## src/rtl/muldiv_pkg.sv

```systemverilog
// -----------------------------------------------------------------------------
// muldiv_pkg
//   Shared definitions for the RV32M multiply/divide unit:
//   - op_t    : RV32M funct3 encodings (MUL..REMU)
//   - state_t : FSM state encoding (IDLE, CALC, DONE)
//   - ITER    : number of shift-add / restoring-divide iterations
//   - helpers : per-op operand signedness and divide/multiply class
// -----------------------------------------------------------------------------
package muldiv_pkg;

    localparam int unsigned ITER = 32;

    typedef enum logic [2:0] {
        OP_MUL    = 3'd0,
        OP_MULH   = 3'd1,
        OP_MULHSU = 3'd2,
        OP_MULHU  = 3'd3,
        OP_DIV    = 3'd4,
        OP_DIVU   = 3'd5,
        OP_REM    = 3'd6,
        OP_REMU   = 3'd7
    } op_t;

    typedef enum logic [1:0] {
        S_IDLE = 2'd0,
        S_CALC = 2'd1,
        S_DONE = 2'd2
    } state_t;

    // funct3[2] separates the divide group from the multiply group.
    function automatic logic op_is_div(input op_t op);
        return op[2];
    endfunction

    function automatic logic op_is_rem(input op_t op);
        return (op == OP_REM) || (op == OP_REMU);
    endfunction

    // MUL is treated as signed x signed; its low word is identical either way.
    function automatic logic rs1_is_signed(input op_t op);
        return (op == OP_MUL) || (op == OP_MULH) || (op == OP_MULHSU) ||
               (op == OP_DIV) || (op == OP_REM);
    endfunction

    function automatic logic rs2_is_signed(input op_t op);
        return (op == OP_MUL) || (op == OP_MULH) ||
               (op == OP_DIV) || (op == OP_REM);
    endfunction

endpackage

```

## src/rtl/muldiv_unit.sv

```systemverilog
// -----------------------------------------------------------------------------
// muldiv_unit
//   Iterative RV32M multiply/divide unit with a fixed 33-cycle latency.
//   Operands are converted to magnitudes at start, a shared 64-bit shift
//   register and 33-bit adder/subtractor run 32 shift-add or restoring-divide
//   steps, and the sign is re-applied in a final post-processing cycle.
//
// Ports
//   clk         in   system clock, rising edge
//   rst         in   asynchronous active-low reset
//   start       in   request strobe, sampled only in IDLE
//   op[2:0]     in   RV32M funct3
//   rs1_data    in   first operand
//   rs2_data    in   second operand
//   rd_addr_in  in   destination register index
//   busy        out  operation in flight (CALC or DONE)
//   done        out  one-cycle result strobe
//   rd_we       out  register-file write enable (done and rd_addr != 0)
//   rd_addr     out  register-file write index, held between results
//   rd_wdata    out  register-file write data, held between results
// -----------------------------------------------------------------------------
module muldiv_unit
    import muldiv_pkg::*;
#(
    parameter int XLEN = 32
) (
    input  logic            clk,
    input  logic            rst,
    input  logic            start,
    input  logic [2:0]      op,
    input  logic [XLEN-1:0] rs1_data,
    input  logic [XLEN-1:0] rs2_data,
    input  logic [4:0]      rd_addr_in,
    output logic            busy,
    output logic            done,
    output logic            rd_we,
    output logic [4:0]      rd_addr,
    output logic [XLEN-1:0] rd_wdata
);

    localparam logic [5:0] ITER_CNT = 6'(ITER);

    state_t              state;
    logic [5:0]          cnt;
    logic [2*XLEN-1:0]   acc;
    logic [2*XLEN-1:0]   acc_next;
    logic [XLEN-1:0]     opb;
    op_t                 op_q;
    logic                neg_q;
    logic [4:0]          dst_q;

    op_t                 op_in;
    logic                s1;
    logic                s2;
    logic [XLEN-1:0]     mag_a;
    logic [XLEN-1:0]     mag_b;
    logic                neg_in;

    logic [XLEN:0]       add_a;
    logic [XLEN:0]       add_b;
    logic                add_cin;
    logic [XLEN:0]       sum;

    logic [2*XLEN-1:0]   prod;
    logic [XLEN-1:0]     quo;
    logic [XLEN-1:0]     remv;
    logic [XLEN-1:0]     result;

    assign op_in = op_t'(op);

    // Sign pre-processing: magnitudes plus the sign to re-apply at the end.
    always_comb begin
        s1     = rs1_is_signed(op_in) & rs1_data[XLEN-1];
        s2     = rs2_is_signed(op_in) & rs2_data[XLEN-1];
        mag_a  = s1 ? (-rs1_data) : rs1_data;
        mag_b  = s2 ? (-rs2_data) : rs2_data;
        neg_in = s1 ^ s2;
        if (op_is_div(op_in)) begin
            if (op_is_rem(op_in)) begin
                // Remainder follows the dividend; with a zero divisor the
                // magnitude is |rs1|, so this also restores rs1 exactly.
                neg_in = s1;
            end else begin
                // A zero divisor must leave the all-ones quotient unnegated.
                neg_in = (s1 ^ s2) & (|rs2_data);
            end
        end
    end

    // Shared adder. Multiply: acc_hi + multiplicand. Divide: the shifted
    // partial remainder minus the divisor (two's complement, carry-in 1).
    always_comb begin
        add_a   = '0;
        add_b   = '0;
        add_cin = 1'b0;
        if (op_is_div(op_q)) begin
            add_a   = acc[2*XLEN-1:XLEN-1];
            add_b   = ~{1'b0, opb};
            add_cin = 1'b1;
        end else begin
            add_a   = {1'b0, acc[2*XLEN-1:XLEN]};
            add_b   = {1'b0, opb};
        end
    end

    assign sum = add_a + add_b + {{XLEN{1'b0}}, add_cin};

    always_comb begin
        acc_next = acc;
        if (op_is_div(op_q)) begin
            // sum[XLEN] is the borrow: set means the divisor did not fit.
            if (!sum[XLEN]) begin
                acc_next = {sum[XLEN-1:0], acc[XLEN-2:0], 1'b1};
            end else begin
                acc_next = {acc[2*XLEN-2:0], 1'b0};
            end
        end else begin
            // Multiplier sits in the low half and is consumed LSB first.
            if (acc[0]) begin
                acc_next = {sum, acc[XLEN-1:1]};
            end else begin
                acc_next = {add_a, acc[XLEN-1:1]};
            end
        end
    end

    // Sign post-processing and result selection.
    always_comb begin
        prod   = neg_q ? (-acc) : acc;
        quo    = neg_q ? (-acc[XLEN-1:0]) : acc[XLEN-1:0];
        remv   = neg_q ? (-acc[2*XLEN-1:XLEN]) : acc[2*XLEN-1:XLEN];
        result = '0;
        case (op_q)
            OP_MUL:                       result = prod[XLEN-1:0];
            OP_MULH, OP_MULHSU, OP_MULHU: result = prod[2*XLEN-1:XLEN];
            OP_DIV, OP_DIVU:              result = quo;
            OP_REM, OP_REMU:              result = remv;
            default:                      result = '0;
        endcase
    end

    // Edge 0 latches, edges 1..32 iterate, edge 33 applies the sign and
    // presents the result, edge 34 returns to IDLE.
    always_ff @(posedge clk or negedge rst) begin
        if (!rst) begin
            state    <= S_IDLE;
            cnt      <= '0;
            acc      <= '0;
            opb      <= '0;
            op_q     <= OP_MUL;
            neg_q    <= 1'b0;
            dst_q    <= '0;
            busy     <= 1'b0;
            done     <= 1'b0;
            rd_we    <= 1'b0;
            rd_addr  <= '0;
            rd_wdata <= '0;
        end else begin
            case (state)
                S_IDLE: begin
                    if (start) begin
                        op_q  <= op_in;
                        dst_q <= rd_addr_in;
                        neg_q <= neg_in;
                        opb   <= mag_b;
                        acc   <= {{XLEN{1'b0}}, mag_a};
                        cnt   <= '0;
                        busy  <= 1'b1;
                        state <= S_CALC;
                    end
                end
                S_CALC: begin
                    if (cnt != ITER_CNT) begin
                        acc <= acc_next;
                        cnt <= cnt + 6'd1;
                    end else begin
                        rd_wdata <= result;
                        rd_addr  <= dst_q;
                        done     <= 1'b1;
                        rd_we    <= |dst_q;
                        state    <= S_DONE;
                    end
                end
                S_DONE: begin
                    done  <= 1'b0;
                    rd_we <= 1'b0;
                    busy  <= 1'b0;
                    state <= S_IDLE;
                end
                default: begin
                    state <= S_IDLE;
                end
            endcase
        end
    end

endmodule
```

## config.mk

```make
export PLATFORM = sky130hd
export DESIGN_NAME = muldiv_unit
export DESIGN_NICKNAME = d
export VERILOG_FILES = /design/src/rtl/muldiv_pkg.sv /design/src/rtl/muldiv_unit.sv
export SDC_FILE = /design/constraint.sdc
export NUM_CORES = 1
export LEC_CHECK = 0
export BUFFER_PORTS_ARGS = -buffer_cell sky130_fd_sc_hd__buf_4
export CAP_MARGIN = 30
export CORE_ASPECT_RATIO = 1.5
export CORE_MARGIN = 4
export CORE_UTILIZATION = 50
export DETAILED_ROUTE_END_ITERATION = 10
export HOLD_SLACK_MARGIN = 0.12
export PLACE_DENSITY_LB_ADDON = 0.1
export SKIP_LAST_GASP = 1
export SLEW_MARGIN = 5
export SYNTH_ARGS = -nofsm -noshare
export SYNTH_HDL_FRONTEND = slang
export SYNTH_SLANG_ARGS = --single-unit
```

## constraint.sdc

```tcl
create_clock -name clk -period 4.9 [get_ports clk]
set_input_delay 0.735 -clock clk [delete_from_list [all_inputs] [get_ports clk]]
set_output_delay 0.735 -clock clk [all_outputs]
set_load 0.1 [all_outputs]
```

==> results of run 1 <==
[synth_stat cells, drive strengths merged (30+ instances only)]
cell type	n	area (um2)
nor2	104	390.4
inv	33	123.9
a21oi	101	505.5
ha	37	462.9
o31ai	39	302.8
clkbuf	109	409.1
nand3	32	160.2
dfrtp	153	3829
mux2i	57	570.6
nand2	265	994.7
mux2	30	337.8
xnor2	77	674.4
xor2	101	884.6
o21ai	220	1101
[area by class of cell]
class                   count  share of cell area [%]
clock buffers              19                   2.992
clock inverters            13                   1.141
inverters                  33                  0.8367
multi-input cells        1357                   58.53
flip-flops and latches    153                   25.90
well taps                 333                   2.814
repair buffers            150                   7.792
[path summary, 6_finish.rpt]
path,startpoint,endpoint,slack [ns],cells past startpoint
worst min-delay path,rst,acc[9]$_DFFE_PN0P_,0.32,1
min in group clk,rd_addr[1]$_DFFE_PN0P_,rd_addr[1]$_DFFE_PN0P_,0.48,2
worst min register to register,rd_addr[1]$_DFFE_PN0P_,rd_addr[1]$_DFFE_PN0P_,0.48,2
worst max-delay path,op_q[2]$_DFFE_PN0P_,acc[61]$_DFFE_PN0P_,0.36,11
max in group asynchronous,rst,opb[27]$_DFFE_PN0P_,3.75,2
worst max register to register,op_q[2]$_DFFE_PN0P_,acc[61]$_DFFE_PN0P_,0.36,11
[flip-flops by register name (all words and copies together), names as in the netlist]
register,flops
opb,32
rd_wdata,32
cnt,6
dst_q,5
rd_we,1
rd_addr,5
done,1
neg_q,1
state,2
busy,1
acc,64
op_q,3
[per-layer routing]
metal	share of wire (%)	track usage [%]	up-vias
li1	-	-	6096
met5	0	0	-
met4	5.2	15.65	0
met3	4.5	3.935	117
met1	39	31.89	6000
met2	51	50.86	437
[logic make-up (layout without fill, tap and decap cells)]
group                      after synthesis  in the layout  synth area share (%)
adders and majority gates               38             38                 3.682
muxes                                   87             87                 6.925
buffers and inverters                  163            215                 4.931
DFF                                    153            153                 29.19
AOI/OAI and AO/OA                      523            523                 25.04
and+or+nand+nor                        531            531                 18.35
xor gates and xnor gates               178            178                 11.88
[worst register-to-register path, stage by stage (launching register included)]
cell and delay (ns):
dfrtp_4 0.77, mux2_2 0.45, ha_1 0.39, o21ai_0 0.15, a211o_1 0.33, a21oi_1 0.34, o31ai_1 0.17, o31ai_2 0.45
a41o_1 0.46, nor2_1 0.28, or3_1 0.40, a32o_1 0.22
[per-stage QoR]
step / instances / area, um2
detailed placement: 2025 / 14180
global placement: 2024 / 14170
finish: 2058 / 14800
global route: 2058 / 14800
floorplan: 1673 / 13120
CTS: 2057 / 14790
==> summary.md, run 1 <==
| Metric | Value |
|---|---|
| Status | complete, no violations |
| Number of nets in the layout | 1825 |
| Routed length per placed instance | 20.02 um |
| Drt total wl | 41.20 mm |
| Diodes inserted | 0 |
| CP bufs+invs | 0 |
| Syn_area_per_cell | 7.841 um2 |
| Seq cells post-synth | 153 |
| H-tree Lvls | 4 |
| Clock slew at reported path FFs | 0.06 ns |
| Util after Layout | 57.26% |
| Multi-input combinational cell area | between 8000 and 9000 um2 |
| Residual DRC | 0 |
| Sequential share of the synthesized area | 29.19% |
| Hold-fix buffers, CTS | 0 |
| First-pass GRT wire length | 65.45 mm |
| Total Routing Usage GR | 28.22% |
| Starting Density | approximately 51% |
| # setup viols final | 0 |
| Ys async rst share | 100.0% |
| CP cell instances | mux2_2 > ha_1 > o21ai_0 > a211o_1 > a21oi_1 > o31ai_1 > o31ai_2 > a41o_1 > nor2_1 > or3_1 > a32o_1 |
| Port buffer count | 114 |
| DRT antenna net count | 0 |
| EDFF count, synth | 0 |
| Netlist cell types | 79 |
| CP Class | flip-flop to flip-flop |
| Largest net degree at the start of global routing | roughly 90 |
| Initial DRC Count | 815 |
| Final setup margin | 0.3649 ns |
| Max-cap violations | 0 |
| Min cycle time layout | 4.535 ns |
| Die width | roughly 140 um |
| Worst Tran Pin Value | 0.9083 ns |
| GPL Wtd Cong | 0.9796 |
| Dpl hpwl | 31.04 mm |
| Pre-antenna DRT Iters | 5 |
| Core box area | ~26000 um2 |
| # Post-CTS Setup Buffers | 0 |
| Commonest cells after routing, fill and taps aside | 264 x nand2_1, 207 x o21ai_0, 151 x dfrtp_1 |
| Layout cell share with drive strength beyond 1 | between 10% and 20% |
| Hold Violations, Final | 0 |
| TritonCTS clock tree | done |
| RSZ-0062 raised after global routing | no |
| IO Pins | about 120 |
| Row cnt | slightly above 70 |
| Via count | between 10k and 15k |
| Setup Skew | 0.008279 ns |
| Clock Latency Late Sink | ~0.44 ns |
| Initial antenna violation count | 0 |
| Tcrit/Tclk final | between 90% and 100% |
| Crit path max fanout | 43 |
| WHS | 0.3200 ns |
| Crit end category | flip-flop |
| Setup TNS | 0 ns |
| Startpoint Class | flip-flop |
| Max-slew violations | 0 |
| Layout fillers | 2491 |
| Critical path's top delay family | compound AO/OA/AOI/OAI gates |
| P&R area growth vs syn | 12.86% |
| Crit-path slowest cell | dfrtp_4 |
| Commonest non-fill, non-tap cell in the layout | nand2_1 |
| Sink Count | 153 |
| Clk buf depth | 2 |
| Mapped cell area | 13120 um2 |
| Cell count after synthesis | 1673 |
| GRT overflow | 0 |
| Vias in the first global route | 12.43k |
| YS warnings | 0 |
| Worst EP required | 5.23 ns |
| Achievable Freq | 0.2205 GHz |
| CTS root buf | clkbuf_16 |
| CTS Buf Count | 17 |
| Most common flop cell mapped by yosys | dfrtp_1 |
| Total Die Area | around 29000 um2 |
| FF/Latch Area | 3834 um2 |
| Die height | 206.4 um |
| Crit-path max cell delay | 0.77 ns |
| Slew margin rel. | 38.81% |
| Synthesized net count | 1786 |
| CTS resizes | 0 |
| Worst hold path type | input pin to asynchronous set/reset pin |
| Dpl ws | 0.4738 ns |
| Avg Vias per Cell | 6.147 |
| Crit path DAT | 4.86 ns |
Power of run 1 is not shown: default switching activity piles up to over one toggle a cycle in this logic, so the estimate is an artifact.
==> inputs of run 2 (changes only) <==
- ABC_AREA: not set -> 1
- CTS_CLUSTER_DIAMETER: not set -> 150
==> summary.md, run 2 <==
| Metric | Value |
|---|---|
| Worst-case reg-to-reg path depth | 20 |
| Routed length per placed instance | 19.66 um |
| Clock share of power | 25.3% |
| Starting Density | 50.45% |
| First-pass GRT wire length | 91.69 mm |
| Clock Latency Late Sink | 0.46 ns |
| Netlist cell types | 54 |
| Cell count after synthesis | 2548 |
| Flop pwr share | 30.8% |
| Achievable Freq | 0.2668 GHz |
| Reg with most FFs | acc |
| H-tree Lvls | 4 |
| Hold-fix buffers, CTS | 0 |
| Clk buf depth | 2 |
| Int Pwr | 2.726 mW |
| Crit end category | flip-flop |
| Row cnt | 78 |
| EDFF count, synth | 0 |
| Dpl hpwl | 47.12 mm |
| Max-cap violations | 0 |
| Vias in the first global route | roughly 17k |
| Initial antenna violation count | 1 |
| Max FFs per register | between 60 and 70 |
| Seq cells post-synth | 153 |
| Top cell type by total area after synthesis | dfrtp_1 |
| Synth top area share | 25.17% |
| Area contributors post-synth | dfrtp_1 25%, nand2_1 18%, nor2_1 8.0% |
| Worst EP required | 5.29 ns |
| Power per cell area | roughly 300 nW/um2 |
| IO Pins | 115 |
| Min cycle time layout | 3.748 ns |
| TritonCTS clock tree | done |
| Die height | 221.6 um |
| Core box area | 30160 um2 |
| Most common flop cell mapped by yosys | dfrtp_1 |
| Total Routing Usage GR | 35.48% |
| CP Class | flip-flop to flip-flop |
| Avg Vias per Cell | 5.767 |
| Die width | 150.4 um |
| GPL Wtd Cong | 1.024 |
| Drt total wl | approximately 60 mm |
| Status | complete, no violations |
| Slew margin rel. | about 33% |
| Setup Skew | around 0.014 ns |
| Layout fillers | 3151 |
| RSZ-0062 raised after global routing | no |
| Startpoint Class | flip-flop |
| Hold Violations, Final | 0 |
| Worst Tran Pin Value | 1.001 ns |
| # setup viols final | 0 |
| Sink Count | 153 |
| Logic pwr share | 43.9% |
| Worst hold path type | input pin to asynchronous set/reset pin |
| Switching Fraction | between 40% and 50% |
| Pre-antenna DRT Iters | 6 |
| CTS resizes | 0 |
| Ys async rst share | between 90% and 100% |
| Synth cell count leaders | 737 x nand2_1, 324 x nor2_1, 272 x inv_1, 201 x nand3_1, 190 x a21oi_1 |
| Crit path DAT | 4.14 ns |
| Port buffer count | 114 |
| Final setup margin | 1.152 ns |
| Mapped cell area | approximately 15000 um2 |
| Number of nets in the layout | 2720 |
| CTS root buf | clkbuf_16 |
| Largest regs | acc: 64 flops, opb: 32 flops, rd_wdata: 32 flops |
| Clock slew at reported path FFs | 0.07 ns |
| Largest net degree at the start of global routing | 93 |
| Commonest non-fill, non-tap cell in the layout | nand2_1 |
| Dpl ws | 1.287 ns |
| Leak pwr | slightly below 9 nW |
| Setup TNS | 0 ns |
| CTS Buf Count | 17 |
| Residual DRC | 0 |
| P&R area growth vs syn | 11.28% |
| Crit path max fanout | 67 |
| Synthesized net count | 2661 |
| YS warnings | 0 |
| Psw | about 2.4 mW |
| # Post-CTS Setup Buffers | 0 |
| Syn_area_per_cell | 5.971 um2 |
| Commonest cells after routing, fill and taps aside | 737 x nand2_1, 323 x nor2_1, 272 x inv_1 |
| Layout cell share with drive strength beyond 1 | 9.809% |
| DRT antenna net count | 0 |
| Max-slew violations | 0 |
| GRT overflow | 0 |
| Tcrit/Tclk final | 76.49% |
| Via count | 17.42k |
| Worst vdd ir | 279.6 uV |
| Initial DRC Count | 1516 |
| Sequential share of the synthesized area | 25.17% |
| Total Die Area | 33340 um2 |
| Most numerous cell in the Yosys netlist | nand2_1 |
## run 2: power by group through the flow
stage               sequential [mW]  clock, mW  combinational [mW]
finish                         1.58       1.30                2.26
global route                   1.60       1.36                2.52
CTS                            1.58       1.32                2.22
detailed placement             1.60          0                2.21
global placement               1.60          0                2.19
floorplan                      1.50          0                1.65
## run 2: kinds of logic (layout without fill, tap and decap cells)
logic type	Yosys count	in the layout	share of synthesized area, %
AND/OR/NAND/NOR	1375	1375	37.74
AO/OA/AOI/OAI	505	505	18.48
buffers and inverters	380	452	9.853
flip-flops	153	153	25.17
XOR/XNOR	97	97	5.584
adder cells (fa/ha/maj)	38	38	3.175
other	0	1	0
## run 2: metal layers
metal,up-vias,GRT usage (%),routed length (um)
li1,8381,-,-
met1,8067,39.58,21450
met2,750,60.48,29160
met3,224,4.663,3438
met4,0,26.53,5340
met5,-,0,0
## run 2: critical path, stage by stage (launching register included)
cell and delay, ns:
dfrtp_2 0.43, inv_4 0.48, nand2_1 0.28, nand3_1 0.19, nand2_1 0.13, inv_1 0.21
fa_1 0.28, nand2_1 0.07, nand2_1 0.08, nand3_2 0.14, nand2_2 0.13, nand2_2 0.07
nand2_4 0.10, nand2_2 0.07, nand3_2 0.10, nand2_2 0.07, inv_2 0.46, nand2_1 0.16
o21ai_2 0.09, nand2_1 0.06, nand2_1 0.06
## run 2: cell type report
class                   instances  area (um2)  area share [%]
flip-flops and latches        153        3831           22.63
well taps                     400       500.5           2.956
repair buffers                134        1050           6.201
diodes                          1       2.502         0.01478
clock buffers                  18       429.2           2.535
clock inverters                14       136.4          0.8056
inverters                     286        1081           6.386
multi-input cells            2015        9898           58.47
## run 2: metrics by stage
| step | instance area, um2 | power (mW) | hold slack, ns | instances | utilization (%) |
|---|---|---|---|---|---|
| 3_3_place_gp | 16310 | 3.787 | 0.4616 | 2986 | 54.07 |
| 3_5_place_dp | 16360 | 3.808 | 0.4695 | 2988 | 54.25 |
| 6_report | 16930 | 5.146 | 0.3570 | 3021 | 56.14 |
| 5_1_grt | 16930 | 5.474 | 0.4360 | 3020 | 56.13 |
| 2_1_floorplan | 15210 | 3.147 | 0.4394 | 2548 | - |
| 4_1_cts | 16930 | 5.119 | 0.3950 | 3020 | 56.13 |
## run 2: worst paths after layout
path | slack [ns] | startpoint | to
max in group asynchronous | 3.46 | rst | rd_wdata[0]$_DFFE_PN0P_
setup reg to reg | 1.15 | op_q[2]$_DFFE_PN0P_ | acc[52]$_DFFE_PN0P_
setup / recovery | 1.15 | op_q[2]$_DFFE_PN0P_ | acc[52]$_DFFE_PN0P_
min in group clk | 0.47 | rd_addr_in[0] | dst_q[0]$_DFFE_PN0P_
hold reg to reg | 0.49 | rd_addr[1]$_DFFE_PN0P_ | rd_addr[1]$_DFFE_PN0P_
hold / removal | 0.36 | rst | acc[3]$_DFFE_PN0P_
Note: power is estimated with default switching activity, not from simulation.
==> inputs of run 3 (changes only) <==
- ABC_AREA: 1 -> 0
- clock period: 4.9 -> 3.3 ns (I/O delays scaled with it)
==> summary.md, run 3 (synthesis results as in run 1) <==
| Metric | Value |
|---|---|
| Status | complete, but fails checks |
| Failing checks | setup timing |
| CP cell instances | buf_6 > buf_12 > xor2_4 > fa_2 > a211oi_2 > o21a_2 > a21oi_4 > o31ai_4 > o31ai_4 > buf_6 > buf_6 > o21a_4 > nand2_8 > buf_12 > mux2i_1 > o221ai_1 |
| Max-slew violations | 0 |
| Via count | ~14k |
| Layout cell share with drive strength beyond 1 | 29.18% |
| Setup TNS | -4.649 ns |
| Crit path DAT | between 3 and 4 ns |
| Setup Skew | 0.01185 ns |
| Hold depth | 3 |
| First-pass GRT wire length | 74.02 mm |
| Total Die Area | 28940 um2 |
| CP bufs+invs | 5 |
| Cell mode on critical path | buf_6 |
| WHS | 0.2285 ns |
| Slew margin rel. | 49.18% |
| Max-cap violations | 0 |
| Avg Vias per Cell | 6.020 |
| Tcrit/Tclk final | 107.8% |
| Crit end category | flip-flop |
| Commonest cells after routing, fill and taps aside | 373 x buf_4, 261 x nand2_1, 183 x o21ai_0 |
| Placed insts | 2256 |
| RSZ-0062 raised after global routing | yes |
| Die height | 206.4 um |
| Setup slack, reg-to-reg | -0.26 ns |
| Die width | 140.3 um |
| Worst hold path type | input pin to flip-flop |
| Hold Violations, Final | 0 |
| Port buffer count | ~110 |
| Initial antenna violation count | 0 |
| Sink Count | 153 |
| Drt total wl | 47.31 mm |
| Worst Tran Pin Value | 0.7572 ns |
| IO Pins | 115 |
| Starting Density | about half |
| Final setup margin | -0.2579 ns |
| Largest regs | acc: 64 flops, opb: 32 flops, rd_wdata: 32 flops |
| Met3 Resource Use GR | 4.699% |
| Initial DRC Count | 1232 |
| Util after Layout | 67.64% |
| Busiest metal layer after global routing | met2 |
| CTS root buf | clkbuf_16 |
| Residual DRC | 0 |
| Startpoint Class | flip-flop |
| Non-filler cells, final | 2317 |
| Critical path's top delay family | compound AO/OA/AOI/OAI gates |
| Reg with most FFs | acc |
| Crit-path slowest cell | dfrtp_4 |
| Diodes inserted | 0 |
| Core box area | 25850 um2 |
| FF-to-FF Start | op_q[2]$_DFFE_PN0P_ |
| GRT overflow | 0 |
| Hold path start | rd_addr_in[2] |
| CTS Buf Count | 17 |
| WHS Endpoint | dst_q[2]$_DFFE_PN0P_ |
| Row cnt | 72 |
| Met2 usage | approximately 60% |
| Commonest non-fill, non-tap cell in the layout | buf_4 |
| Achievable Freq | 0.2811 GHz |
| Met1 Use GR | 34.44% |
| Pre-antenna DRT Iters | 8 |
| DRT antenna net count | 0 |
| CP Class | flip-flop to flip-flop |
| Reg2reg end | acc[50]$_DFFE_PN0P_ |
| Crit-path max cell delay | 0.52 ns |
| Crit path max fanout | 7 |
| Number of nets in the layout | 2084 |
| Clk buf depth | 2 |
| Routed length per placed instance | around 20 um |
| Vias in the first global route | 13.94k |
| Total Routing Usage GR | between 30% and 40% |
| Max FFs per register | 64 |
| Min cycle time layout | 3.558 ns |
| Largest net degree at the start of global routing | between 60 and 70 |
| TritonCTS clock tree | done |
| Dpl hpwl | between 30 and 40 mm |
| Clock slew at reported path FFs | around 0.06 ns |
| GPL Wtd Cong | roughly 0.94 |
| P&R area growth vs syn | 33.33% |
| H-tree Lvls | 4 |
| Worst EP required | 3.59 ns |
| Worst-case reg-to-reg path depth | 16 |
| # setup viols final | 33 |
| Clock Latency Late Sink | 0.46 ns |
[run 3: metrics by stage]
step | cell area (um2) | worst slack [ns]
4_1_cts | 17150 | -0.1932
3_3_place_gp | 16060 | -0.3781
3_5_place_dp | 16060 | -0.4650
6_report | 17490 | -0.2579
5_1_grt | 17490 | -0.3767
2_1_floorplan | 13370 | -0.3243
[run 3: worst reg2reg max path, stage by stage, from the launching register on]
cell and delay, ns:
dfrtp_4 0.52, buf_6 0.15, buf_12 0.14, xor2_4 0.19, fa_2 0.38, a211oi_2 0.19
o21a_2 0.21, a21oi_4 0.09, o31ai_4 0.27, o31ai_4 0.11, buf_6 0.14, buf_6 0.11
o21a_4 0.24, nand2_8 0.13, buf_12 0.15, mux2i_1 0.23, o221ai_1 0.14
[run 3: cell type report]
cell class | count | area (um2)
clock buffers | 23 | 467.9
clock inverters | 9 | 68.82
multi-input cells | 1357 | 9286
well taps | 333 | 416.7
fillers | 2195 | 8366
inverters | 33 | 123.9
flip-flops and latches | 153 | 3834
repair buffers | 409 | 3292
[run 3: how the worst max path moves through the flow]
stage                   startpoint                   to  depth (start not counted)
2_1_floorplan  op_q[2]$_DFFE_PN0P_  acc[61]$_DFFE_PN0P_                         16
3_3_place_gp   op_q[2]$_DFFE_PN0P_   acc[0]$_DFFE_PN0P_                         15
3_5_place_dp   op_q[2]$_DFFE_PN0P_  acc[61]$_DFFE_PN0P_                         13
4_1_cts        op_q[2]$_DFFE_PN0P_  acc[61]$_DFFE_PN0P_                         14
5_1_grt        op_q[2]$_DFFE_PN0P_  acc[61]$_DFFE_PN0P_                         16
6_report       op_q[2]$_DFFE_PN0P_  acc[50]$_DFFE_PN0P_                         16
[run 3: repair_timing]
| item | CTS | global route |
|---|---|---|
| buffers inserted | 14 | 12 |
| setup endpoints to repair | 34 | 41 |
| resized for setup | 83 | 58 |
| gates cloned | 2 | 1 |
| endpoints found under the hold margin | 51 | 0 |
| hold buffers | 1 | 0 |
| pin swaps | 27 | 28 |
[run 3: per-layer routing]
layer / part of all wire (%) / vias to the layer above
met5: 0 / -
met4: 6.5 / 0
met3: 5.2 / 192
met2: 52 / 563
met1: 37 / 6591
li1: - / 6603
Power of run 3 is left out for the same reason.
